[src/rtl/jtag_hub_up_arbiter.sv]
// Upstream arbiter for the JTAG hub: merges la/ioview/gdb/wfg byte streams into one 12-bit {code, byte} stream.
// Define JTAG_HUB_UP_ARB_FIXED_PRIORITY_EN for fixed priority (la > ioview > gdb > wfg) instead of round-robin.
module jtag_hub_up_arbiter #(
    parameter logic [3:0] CODE_LA     = 4'hC,
    parameter logic [3:0] CODE_IOVIEW = 4'hA,
    parameter logic [3:0] CODE_GDB    = 4'h9,
    parameter logic [3:0] CODE_WFG    = 4'hB
) (
    input  logic        clk,
    input  logic        rst,
    input  logic        ce,
    input  logic        data_up_valid_la,
    input  logic        data_up_valid_ioview,
    input  logic        data_up_valid_gdb,
    input  logic        data_up_valid_wfg,
    input  logic [7:0]  data_up_la,
    input  logic [7:0]  data_up_ioview,
    input  logic [7:0]  data_up_gdb,
    input  logic [7:0]  data_up_wfg,
    output logic        data_up_ready_la,
    output logic        data_up_ready_ioview,
    output logic        data_up_ready_gdb,
    output logic        data_up_ready_wfg,
    output logic [11:0] up_data,
    output logic        up_valid,
    input  logic        up_ready,
    output logic [1:0]  grant_id
);

    // Handshakes on both sides are valid/ready: a word moves on a cycle where valid and ready are
    // both high (and ce is high); the sender holds valid and data stable until it sees ready.

    logic [3:0]  vld;
    logic [1:0]  start;
    logic [1:0]  idx;
    logic [1:0]  winner;
    logic        found;
    logic        load_ok;
    logic        transfer;
    logic [11:0] win_word;

    assign vld      = {data_up_valid_wfg, data_up_valid_gdb, data_up_valid_ioview, data_up_valid_la};
    assign load_ok  = ce & ~rst & (~up_valid | up_ready);
    assign transfer = load_ok & found;

`ifdef JTAG_HUB_UP_ARB_FIXED_PRIORITY_EN
    assign start = 2'd0;
`else
    logic [1:0] ptr;

    always_ff @(posedge clk) begin
        if (rst) begin
            ptr <= 2'd0;
        end else if (transfer) begin
            ptr <= winner + 2'd1;
        end
    end

    assign start = ptr;
`endif

    // First valid channel at or after start, wrapping 3 -> 0.
    always_comb begin
        found  = 1'b0;
        winner = 2'd0;
        idx    = 2'd0;
        for (int i = 0; i < 4; i++) begin
            idx = start + i[1:0];
            if (!found && vld[idx]) begin
                found  = 1'b1;
                winner = idx;
            end
        end
    end

    always_comb begin
        win_word = 12'h000;
        case (winner)
            2'd0:    win_word = {CODE_LA,     data_up_la};
            2'd1:    win_word = {CODE_IOVIEW, data_up_ioview};
            2'd2:    win_word = {CODE_GDB,    data_up_gdb};
            default: win_word = {CODE_WFG,    data_up_wfg};
        endcase
    end

    assign data_up_ready_la     = transfer & (winner == 2'd0);
    assign data_up_ready_ioview = transfer & (winner == 2'd1);
    assign data_up_ready_gdb    = transfer & (winner == 2'd2);
    assign data_up_ready_wfg    = transfer & (winner == 2'd3);

    // A load in the same cycle as an accept replaces the word, giving one word per cycle.
    always_ff @(posedge clk) begin
        if (rst) begin
            up_valid <= 1'b0;
            up_data  <= 12'h000;
            grant_id <= 2'd0;
        end else if (transfer) begin
            up_valid <= 1'b1;
            up_data  <= win_word;
            grant_id <= winner;
        end else if (ce && up_valid && up_ready) begin
            up_valid <= 1'b0;
        end
    end

endmodule

[config.mk]
export PLATFORM = sky130hd
export DESIGN_NAME = jtag_hub_up_arbiter
export DESIGN_NICKNAME = d
export VERILOG_FILES = /design/src/rtl/jtag_hub_up_arbiter.sv
export SDC_FILE = /design/constraint.sdc
export NUM_CORES = 1
export LEC_CHECK = 0
export CAP_MARGIN = 20
export CELL_PAD_IN_SITES_DETAIL_PLACEMENT = 0
export CELL_PAD_IN_SITES_GLOBAL_PLACEMENT = 1
export CORE_MARGIN = 1.5
export CORE_UTILIZATION = 26
export DETAILED_ROUTE_END_ITERATION = 7
export PLACE_DENSITY_LB_ADDON = 0.1
export SETUP_SLACK_MARGIN = 0.02
export SYNTH_ARGS = -nofsm -noshare
export SYNTH_HDL_FRONTEND = slang
export SYNTH_SLANG_ARGS = --single-unit
[constraint.sdc]
create_clock -name clk -period 4.1 [get_ports clk]
set_clock_uncertainty 0.15 [all_clocks]
set_input_delay 1.23 -clock clk [delete_from_list [all_inputs] [get_ports clk]]
set_output_delay 1.23 -clock clk [all_outputs]
set_load 0.01 [all_outputs]
==> metrics.csv <==
stage;metric;value;unit
clock_tree;clk_latency;0.25;ns
floorplanning;initial_core_util;27.3;%
grt;use_met2;27.7;%
grt;grt_util_all_layers;15.8;%
detailed_routing;drt-vias-per-instance;4.78;
floorplanning;num_rows;22;
flow_run;cap_violations;0;
detailed_routing;remaining_drc_errors;0;
synth;avgSynthCellArea;8.75;µm²
grt;grt_max_degree;17;
cells_and_area;fillers;392;
critical_path;path_max_fanout;7;
detailed_routing;drt_iter0_drc;56;
critical_path;reg2reg_to;up_data[6];
synth;ys_ff_latch;16;
synth;ys_warn_count;0;
grt;use_met1;18.1;%
floorplanning;dieArea;0.00425;mm²
critical_path;critPathKind;in -> out;
placement;hpwl;2300;µm
timing;tightest_slew;0.458;ns
floorplanning;die-height;65.2;µm
power_and_ir_drop;power;0.506;mW
critical_path;worstPathRequired;2.72;ns
clock_tree;root_buffer;clkbuf_8;
synth;yosysSeqAreaShare;31.8;%
timing;setup_viol;0;
timing;finalCriticalPeriod;3.99;ns
power_and_ir_drop;p_leak;0.720;nW
floorplanning;coreArea;0.00369;mm²
cells_and_area;num_antenna_cells;0;
grt;top_usage_layer;met2;
grt;antenna_found_initial;0;
clock_tree;cts_tree;yes;
detailed_routing;drt-wirelength-per-cell;13.1;µm
critical_path;crit_path_end_kind;output pin;
timing;fmax;251;MHz
run_status;outcome;completed;
timing;rsz0062_at_grt;false;
detailed_routing;postRouteAntennaNets;0;
critical_path;cpPeakStageDelay;0.54;ns
clock_tree;cts_max_path_buffers;2;
clock_tree;clk_pin_slew;0.07;ns
synth;synth_cells;115;
detailed_routing;wl;3100;µm
synth;synth.area.top_cells;dfxtp_1, a222oi_1, ha_1, o211ai_1, a21oi_2;
timing;relSlewSlack;69.4;%
synth;ys_types;30;
clock_tree;cts-buffers-inserted;3;
critical_path;cpMaxStageDelayCell;clkdlybuf4s50_1;
cells_and_area;fin_nets;236;
grt;grt_pass1_vias;1184;
synth;syn-cell-area;0.00101;mm²
critical_path;cp_top_family;buffers and inverters;
placement;dp.cells;226;
cells_and_area;drive_gt1_share;28.0;%
clock_tree;cts_hold_buf;0;
floorplanning;ios;59;
power_and_ir_drop;ir_worst_vdd;0.000119;V
detailed_routing;vias;1134;
grt;use_met3;3.60;%
placement;place.gp.congestion;0.817;
min_path;hold_start;up_data[3];
synth;synth_top_area_cell;dfxtp_1;
critical_path;r2r_start;ptr[1];
cells_and_area;area_growth;79.4;%
detailed_routing;firstDrtPassIters;4;
critical_path;critPathLaunchType;input pin;
placement;place_ws;-0.605;ns
floorplanning;dieWidth;65.2;µm
timing;min_period_over_period;97.3;%
synth;synth_nets;161;
critical_path;crit_arrival;2.61;ns
power_and_ir_drop;power_density;280;mW/mm²
critical_path;crit_buf_inv;2;
timing;hold_viol;0;
grt;grt_overflow_total;0;
clock_tree;cts.sinks;16;
min_path;hold_class;reg -> reg;
grt;grt_pass1_wl;5220;µm
timing;slew_violations;0;
clock_tree;h-tree-depth;1;
critical_path;path_cells;clkdlybuf4s50_1, o41ai_4, nor3_4, and2_1, clkdlybuf4s15_1;
timing;worst_slack;0.112;ns
synth;yosysTopAreaCellShare;31.8;%
critical_path;ff2ff_setup_slack;1.82;ns
placement;io_buffers;58;
min_path;min_path_cells;2;
critical_path;r2r_cells;11;
min_path;hold_path_end;up_data[3];
cells_and_area;stdcell_count;237;
==> synthesized netlist by cell type <==
library cell / instances
o21ai_0: 2
buf_1: 1
nand2_1: 13
a32o_1: 1
buf_6: 2
inv_1: 5
o221ai_1: 1
nand2_2: 7
o22ai_1: 2
nor2_1: 6
o21a_1: 1
a211oi_1: 1
nor3_2: 1
buf_4: 1
a21oi_1: 5
dfxtp_1: 16
o41ai_4: 1
ha_1: 6
o21ai_1: 2
nor3_1: 2
or3_1: 1
clkbuf_1: 5
and2_1: 4
o211ai_1: 9
nor2b_1: 2
buf_12: 1
a21oi_2: 7
a21o_1: 1
nand3_1: 1
a222oi_1: 8
==> cells in the final DEF (no fill, tap or decap), types with 2 or more instances in the layout <==
master           count
clkbuf_2             2
o21ai_1              2
dfxtp_1             16
inv_1                2
dlygate4sd2_1        2
o211ai_1             9
clkbuf_8             4
a21oi_1              5
a222oi_1             8
o22ai_1              2
nand2_2              7
o21ai_2              2
clkdlybuf4s15_1      2
ha_1                 5
nand2_1             13
a21oi_2              7
clkdlybuf4s50_1     50
nor2_1               6
and2_1               4
nor2b_1              2
buf_4               21
nor3_1               2
inv_2                3
==> state kept, by name, summed over array words and instances (netlist names) <==
| name | count |
|---|---|
| grant_id | 2 |
| ptr | 2 |
| up_data | 11 |
| up_valid | 1 |
==> power breakdown <==
group	total, mW	leakage, nW	switching [mW]	internal, mW
Sequential	0.177	0.131	0.00943	0.167
Combinational	0.187	0.560	0.0791	0.107
Clock	0.143	0.0288	0.0576	0.0852
==> area by class of cell <==
cell class | count | area (µm²) | area share (%)
timing repair buffer | 80 | 733 | 40.6
multi-input combinational | 84 | 617 | 34.2
clock buffer | 4 | 55.1 | 3.05
inverter | 5 | 18.8 | 1.04
tap | 48 | 60.1 | 3.33
sequential | 16 | 320 | 17.8
==> per-layer routing <==
layer  part of all wire, %  wire length, µm
met1                    42             1310
met2                    50             1550
met4                   1.0               31
met3                   6.8              210
met5                     0                0
==> worst min-delay path, cell delays in order, from the launching register on <==
cell and delay, ns:
dfxtp_1 0.31, nand2_1 0.05, a21oi_1 0.05
==> worst max path at each step <==
| stage | startpoint | to | cells past startpoint |
|---|---|---|---|
| after global routing | ce | data_up_ready_la | 5 |
| final | ce | data_up_ready_la | 5 |
| after floorplan | data_up_valid_gdb | data_up_ready_ioview | 7 |
| after CTS | data_up_valid_ioview | data_up_ready_wfg | 9 |
| after detailed placement | data_up_valid_la | data_up_ready_la | 8 |
| after global placement | data_up_valid_la | data_up_ready_la | 8 |
==> cells by family (layout without fill, tap and decap cells) <==
| family | Yosys count | count (layout) | synth area share, % |
|---|---|---|---|
| buffers and inverters | 15 | 89 | 9.08 |
| AND/OR/NAND/NOR | 37 | 37 | 18.3 |
| adder cells (fa/ha/maj) | 6 | 6 | 7.46 |
| flip-flops | 16 | 16 | 31.8 |
| AO/OA/AOI/OAI | 41 | 41 | 33.3 |
==> stage by stage <==
step	utilization (%)	setup TNS, ns	area [µm²]	hold WS [ns]
4_1_cts	48.2	0	1780	0.306
6_report	48.9	0	1800	0.305
2_1_floorplan	-	0	1010	0.331
5_1_grt	48.9	0	1800	0.337
3_5_place_dp	45.7	-2.27	1690	0.296
3_3_place_gp	45.7	-2.12	1690	0.292
==> what timing repair did <==
| item | CTS | global route |
|---|---|---|
| buffers inserted | 2 | 5 |
| endpoints found under the setup margin | 4 | 4 |
| gates resized for setup | 23 | 7 |
| pin swaps | 3 | 3 |
No activity file was read; power rests on OpenSTA's default activity.
